$ cat src/rtl/led_step_ctrl.sv
// Step sequencer for the dynamic LED colour block: button or auto-timer -> one-cycle step pulses.
// Optional button debounce filter enabled by defining LED_STEP_CTRL_DEBOUNCE_EN.
module led_step_ctrl #(
    parameter int DEBOUNCE_CYCLES = 4,
    parameter int AUTO_PERIOD     = 8
) (
    input  logic       i_clk,
    input  logic       i_rst,
    input  logic       i_btn_raw,
    input  logic       i_auto_en,
    input  logic       i_pause,
    output logic       o_step,
    output logic [2:0] o_colour_exp,
    output logic [7:0] o_step_cnt,
    output logic       o_auto_active
);

    typedef enum logic [1:0] {
        S_MAN,
        S_AUTO,
        S_PAUSE
    } state_t;

    localparam logic [23:0] TIMER_LAST = 24'(AUTO_PERIOD - 1);

    if (DEBOUNCE_CYCLES < 2 || DEBOUNCE_CYCLES > 65535) begin : g_bad_debounce
        $error("led_step_ctrl: DEBOUNCE_CYCLES out of range");
    end
    if (AUTO_PERIOD < 2 || AUTO_PERIOD > 16777215) begin : g_bad_period
        $error("led_step_ctrl: AUTO_PERIOD out of range");
    end

    state_t      r_state;
    state_t      w_state_next;
    logic [23:0] r_timer;
    logic [23:0] w_timer_next;
    logic        r_sync1;
    logic        r_sync2;
    logic        r_btn_db_d;
    logic        w_btn_db;
    logic        w_btn_rise;
    logic        w_req;
    logic        r_step;
    logic [2:0]  r_colour;
    logic [7:0]  r_cnt;
    logic        r_auto_active;

    always_ff @(posedge i_clk) begin
        if (i_rst) begin
            r_sync1    <= 1'b0;
            r_sync2    <= 1'b0;
            r_btn_db_d <= 1'b0;
        end else begin
            r_sync1    <= i_btn_raw;
            r_sync2    <= r_sync1;
            r_btn_db_d <= w_btn_db;
        end
    end

`ifdef LED_STEP_CTRL_DEBOUNCE_EN
    localparam logic [15:0] DB_LAST = 16'(DEBOUNCE_CYCLES - 1);

    logic [15:0] r_db_cnt;
    logic        r_btn_db;

    // A new level is accepted only after it has disagreed with the filtered level long enough.
    always_ff @(posedge i_clk) begin
        if (i_rst) begin
            r_db_cnt <= '0;
            r_btn_db <= 1'b0;
        end else if (r_sync2 == r_btn_db) begin
            r_db_cnt <= '0;
        end else if (r_db_cnt == DB_LAST) begin
            r_btn_db <= r_sync2;
            r_db_cnt <= '0;
        end else begin
            r_db_cnt <= r_db_cnt + 16'd1;
        end
    end

    assign w_btn_db = r_btn_db;
`else
    assign w_btn_db = r_sync2;
`endif

    assign w_btn_rise = w_btn_db & ~r_btn_db_d;

    always_comb begin
        w_state_next = r_state;
        w_timer_next = r_timer;
        w_req        = 1'b0;
        case (r_state)
            S_MAN: begin
                w_req        = w_btn_rise;
                w_timer_next = '0;
                if (i_pause) begin
                    w_state_next = S_PAUSE;
                end else if (i_auto_en) begin
                    w_state_next = S_AUTO;
                end
            end
            S_AUTO: begin
                if (w_btn_rise || r_timer == TIMER_LAST) begin
                    w_req        = 1'b1;
                    w_timer_next = '0;
                end else begin
                    w_timer_next = r_timer + 24'd1;
                end
                // Pausing freezes the phase, but a step issued on this cycle still restarts it.
                if (i_pause) begin
                    w_state_next = S_PAUSE;
                    if (!w_req) begin
                        w_timer_next = r_timer;
                    end
                end else if (!i_auto_en) begin
                    w_state_next = S_MAN;
                    w_timer_next = '0;
                end
            end
            S_PAUSE: begin
                if (!i_pause) begin
                    if (i_auto_en) begin
                        w_state_next = S_AUTO;
                    end else begin
                        w_state_next = S_MAN;
                        w_timer_next = '0;
                    end
                end
            end
            default: begin
                w_state_next = S_MAN;
                w_timer_next = '0;
            end
        endcase
    end

    always_ff @(posedge i_clk) begin
        if (i_rst) begin
            r_state       <= S_MAN;
            r_timer       <= '0;
            r_step        <= 1'b0;
            r_colour      <= 3'd0;
            r_cnt         <= 8'd0;
            r_auto_active <= 1'b0;
        end else begin
            r_state       <= w_state_next;
            r_timer       <= w_timer_next;
            r_step        <= w_req;
            r_auto_active <= (w_state_next == S_AUTO);
            if (w_req) begin
                r_colour <= (r_colour == 3'd0 || r_colour >= 3'd6) ? 3'd1 : r_colour + 3'd1;
                r_cnt    <= r_cnt + 8'd1;
            end
        end
    end

    assign o_step        = r_step;
    assign o_colour_exp  = r_colour;
    assign o_step_cnt    = r_cnt;
    assign o_auto_active = r_auto_active;

endmodule

$ cat config.mk
export PLATFORM = sky130hd
export DESIGN_NAME = led_step_ctrl
export DESIGN_NICKNAME = d
export VERILOG_FILES = /design/src/rtl/led_step_ctrl.sv
export SDC_FILE = /design/constraint.sdc
export NUM_CORES = 1
export LEC_CHECK = 0
export ABC_AREA = 0
export CAP_MARGIN = 40
export CORE_MARGIN = 8
export CORE_UTILIZATION = 55
export DETAILED_ROUTE_END_ITERATION = 10
export HOLD_SLACK_MARGIN = 0.1
export PLACE_DENSITY = 0.85
export SLEW_MARGIN = 20
export SYNTH_ARGS = -nofsm -noshare
export SYNTH_HDL_FRONTEND = slang
export SYNTH_SLANG_ARGS = --single-unit
$ cat constraint.sdc
create_clock -name i_clk -period 2.9 [get_ports i_clk]
set_input_delay 0.58 -clock i_clk [delete_from_list [all_inputs] [get_ports i_clk]]
set_output_delay 0.58 -clock i_clk [all_outputs]
set_load 0.005 [all_outputs]
# Word level (Yosys, flattened, before mapping)
# Index checks and enable logic that the tools add are counted.
[totals] mem_count=0 input_bits=5 ram_bits=0 romBits=0 register_bits=42 output_inout_bits=13 latchBits=0
[op_classes] n_eq_ne=7 order_cmp=1 div=0 multipliers=0 n_reduce_logical=5 n_mux=18 bitwise_logic=2 shift=0 n_addsub=3
[ops] cell="$mux 24" count=6
[ops] cell="$pmux 24 s2" count=1
[ops] cell="$add 24x1->24 const B" count=1
[ops] cell="$eq 24x3->1 const B" count=1
[ops] cell="$mux 2" count=5
[ops] cell="$add 8x1->8 const B" count=1
[ops] cell="$pmux 2 s3" count=1
[ops] cell="$eq 2x1->1 const B" count=2
[ops] cell="$ne 2x2->1 const B" count=2
[ops] cell="$add 3x1->3 const B" count=1
[ops] cell="$ge 3x3->1 const B" count=1
[ops] cell="$logic_not 3->1" count=1
[ops] cell="$mux 1" count=3
[ops] cell="$mux 3" count=1
[ops] cell="$ne 3x2->1 const B" count=1
[ops] cell="$reduce_and 3->1" count=1
[ops] cell="$eq 2x2->1 const B" count=1
[ops] cell="$logic_not 2->1" count=1
[ops] cell="$logic_or 1x1->1" count=2
[ops] cell="$pmux 1 s2" count=1
[ops] cell="$and 1x1->1" count=1
[ops] cell="$not 1->1" count=1

# Longest topological paths before layout
[logic_depth] word_depth=8 mapped_depth=8

# Worst setup path after synthesis
# No wires, ideal clock.
[synth_path] kind="reg-to-reg" from="register r_timer[17]" to="register r_timer[11]" setup_ns=0.070 setup_slack_ns=0.802 t_required_ns=2.830 path_stages_with_launch=7 period_less_slack_ns=2.098 n_path_buf=1 t_arrival_ns=2.028 cell_sequence="dfxtp_1 or4_4 nor4_4 a211oi_1 buf_6 or4_1 a21oi_1"
[synth_between] elab_chain_len=6 word_cells_on_any_way=11
[synth_rtl] item="start, declared" line_no="35" rtl="logic [23:0] r_timer;"
[synth_rtl] item="start signal, assigned" line_no="147" rtl="r_timer <= w_timer_next;"
[synth_rtl] item="$eq 24x3->1 (*)" line_no="103" rtl="if (w_btn_rise || r_timer == TIMER_LAST) begin"
[synth_rtl] item="$logic_or 1x1->1 (*)" line_no="103"
[synth_rtl] item="$mux 1 / $mux 24 (equally long branches)" line_no="103"
[synth_rtl] item="$mux 1 (tied with other cells)" line_no="92" rtl="case (r_state)"
[synth_rtl] item="$ne 3x2->1 (no line) / $mux 24 (equally long branches)"
[synth_rtl] item="$reduce_and 3->1 (no line) / $pmux 24 s2 (equally long branches)"
# Mark *: on every way between the ends. The rest lies on a longest branch, timed or not. The select of a mux whose other input is x is not followed.
# A chain may end at the register's enable or synchronous reset.

# Worst setup path after layout
[layout_path] from="register r_timer[17]" to="register r_cnt[6], in the netlist o_step_cnt[6]"
[layout_between] elab_chain_len=5
[layout_rtl] item="$eq 24x3->1" line_no="103"
[layout_rtl] item="$logic_or 1x1->1" line_no="103"
[layout_rtl] item="$mux 1" line_no="103"
[layout_rtl] item="$mux 1" line_no="92"
[layout_rtl] item="$pmux 1 s2" line_no="92"
[layout_rtl] item="end signal, assigned" line_no="152" rtl="r_cnt <= r_cnt + 8'd1;"
[layout_rtl] item="end, declared" line_no="45" rtl="logic [7:0] r_cnt;"
# No other way between the ends. The select of a mux whose other input is x is not followed.

==> impl_metrics.py <==
metrics = {
    "status": {
        "status": "complete, no violations",
    },
    "logic_synthesis": {
        "synth_area_leaders": "dfxtp_1 39%, a31oi_1 7.0%, a21oi_1 3.9%",
        "synth_edf_count": 0,
        "syn_inst": 261,
        "synth_seq_cells": 42,
        "ys_top_cells_by_count": "42 x dfxtp_1, 24 x a31oi_1, 17 x a21oi_1",
        "synth_flop_cell": "dfxtp_1",
        "synth_area_mm2": 0.002157,
        "yosysSeqAreaShare_pct": 38.98,
        "yosysTopAreaCellShare_pct": 38.98,
        "yosysTopAreaCell": "dfxtp_1",
        "synthesis.nets": 270,
        "syn_area_per_cell_um2": 8.265,
        "ys_async_sr_fraction_pct": 0,
        "yosys_warnings": 0,
        "yosysUniqueCellTypes": 40,
        "synth.most_common_cell": "dfxtp_1",
    },
    "cells_and_area": {
        "areaGrowthSynthToFinish_pct": 16.65,
        "drive_gt1_share_pct": 8.511,
        "layout.cells.non_filler": 330,
        "fillerInstances": 318,
        "antennaDiodeCount": 0,
        "fin_nets": 290,
    },
    "critical_path": {
        "path_class": "reg2reg",
        "cp.required_ns": 3.14,
        "worstReg2RegEnd": "o_step_cnt[6]",
        "crit_fanout": 16,
        "start_kind": "flip-flop",
        "r2r_setup_slack_ns": 0.42,
        "reg2reg_from": "r_timer[17]",
        "cp-end-kind": "flip-flop",
        "critPathArrivalTime_ns": 2.72,
        "worstRegToRegCells": 6,
    },
    "placed_design": {
        "place.detailed.hpwl_mm": 3.802,
        "gp_congestion": 0.9582,
        "place_inst": 322,
        "port_buffers": 17,
    },
    "sta": {
        "drv_slew": 0,
        "totalNegativeSetupSlack_ns": 0,
        "period_minus_slack_ns": 2.480,
        "setup_viol": 0,
        "hold_viol": 0,
        "fmax_ghz": 0.4032,
        "max-slew-margin-rel_pct": 47.89,
        "rsz0062_at_grt": "no",
        "period_share_pct": 85.52,
        "clock_skew_ns": 0.006901,
        "tightest_slew_ns": 0.7787,
    },
    "drt": {
        "routed_wirelength_mm": 5.392,
        "viasPerCell": 6.452,
        "postRouteAntennaNets": 0,
        "wl_per_cell_um": 16.34,
        "num_vias": 2129,
        "drc": 0,
        "drt-initial-drc-count": 182,
        "drtPass1Iterations": 4,
    },
    "clock_tree": {
        "clock-sinks": 42,
        "clockBufferDepth": 2,
        "cts_hold_buf": 0,
        "h-tree-depth": 2,
        "cts_setup_buffers": 0,
        "cts_root_buffer": "clkbuf_8",
        "cts_buffers": 5,
        "cts_resized": 0,
        "clk_pin_slew_ns": 0.08,
        "clk_latency_ns": 0.31,
        "cts_tree": "yes",
    },
    "grt": {
        "grt_pass1_wl_mm": 9.211,
        "antenna_found_initial": 0,
        "grt_pass1_vias": 1952,
        "overflow": 0,
        "grt_max_degree": 22,
        "grt_use_total_pct": 18.22,
    },
    "hold_path": {
        "hold_start": "r_sync1",
        "holdPathStages": 1,
        "hp-class": "reg2reg",
        "holdPathEnd": "r_sync2",
    },
    "pwr": {
        "max-vdd-ir-drop_v": 0.0003385,
        "p_leak_nw": 0.8186,
        "power_density_mw_per_mm2": 445.9,
        "power_mw": 1.122,
    },
    "floorplan": {
        "initial_utilization_pct": 58.05,
        "core_mm2": 0.003716,
        "die_area_mm2": 0.006182,
        "io-pin-count": 18,
        "die_w_um": 78.63,
        "die_h_um": 78.63,
        "rows": 22,
    },
    "run": {
        "cap_violations": 0,
    },
}
## registers in the layout, indices dropped and copies added, names as in the netlist
signal,cells
r_timer,24
o_step_cnt,8
o_colour_exp,3
r_state,2
o_auto_active,1
o_step,1
r_btn_db_d,1
r_sync1,1
r_sync2,1
## power by group
part           internal, mW  switching, mW  total (mW)
registers             0.582        0.00508       0.587
clock network         0.256          0.214       0.470
logic                0.0264         0.0385      0.0649
total                 0.864          0.258        1.12
## cells in the final DEF (no fill, tap or decap), types with 8 or more instances in the layout
cell | netlist | layout
inv_1 | 11 | 11
or3_1 | 9 | 9
a21oi_1 | 17 | 17
nand2_1 | 16 | 16
nand3_1 | 8 | 8
nor2_1 | 15 | 15
dfxtp_1 | 42 | 42
nand4_1 | 9 | 9
a31oi_1 | 24 | 24
buf_4 | 0 | 9
o21ai_0 | 16 | 16
clkdlybuf4s50_1 | 0 | 17
## per-stage QoR
stage	hold WS (ns)	area (um2)	util, %	setup slack (ns)
after detailed placement	0.4280	2402	64.65	0.3462
after global placement	0.4183	2402	64.65	0.4501
after floorplan	0.4138	2157	-	0.8017
final	0.4416	2516	67.71	0.4199
after global routing	0.4558	2516	67.71	0.2607
after CTS	0.4441	2516	67.71	0.4397
## critical path, stage by stage, from the launching register on
cell,delay (ns)
dfxtp_1,0.36
or4_4,0.56
nor4_4,0.42
a31oi_1,0.30
buf_4,0.27
or3_1,0.36
a21oi_1,0.15
## metal layers
layer  global-route usage (%)  share of wire [%]  up-vias  wire length [um]
met1                    21.51                 41     1007              2210
met2                    29.99                 49       73              2667
met4                    10.74                2.9        0               157
met5                        0                  0        -                 0
li1                         -                  -     1032                 -
met3                    3.531                6.6       17               358
## worst max-delay path by stage
stage | start | to | slack, ns | cells past startpoint
after global placement | r_timer[17] | r_timer[7] | 0.45 | 6
after floorplan | r_timer[17] | r_timer[11] | 0.80 | 6
after detailed placement | i_rst | r_timer[5] | 0.35 | 6
after global routing | r_timer[17] | r_timer[10] | 0.26 | 5
after CTS | r_timer[17] | r_timer[7] | 0.44 | 6
final | r_timer[17] | o_step_cnt[6] | 0.42 | 6
## cells by family after synthesis
kind of cell               Yosys count  synth area share [%]
adders and majority gates            4                 2.320
buffers and inverters               24                 4.641
and+or+nand+nor                    110                 29.87
DFF                                 42                 38.98
xor gates and xnor gates             1                0.4061
muxes                                5                 2.320
AOI/OAI and AO/OA                   75                 21.46
## area by class of cell
cell class                      instances  area [um2]  area share (%)
Multi-Input combinational cell        195        1222           48.58
Sequential cell                        42       840.8           33.42
Timing Repair Buffer                   26       237.7           9.448
Clock buffer                            5       68.82           2.735
Tap cell                               48       60.06           2.387
Clock inverter                          3       45.04           1.790
Inverter                               11       41.29           1.641
Power figures use the tool's default switching activity.
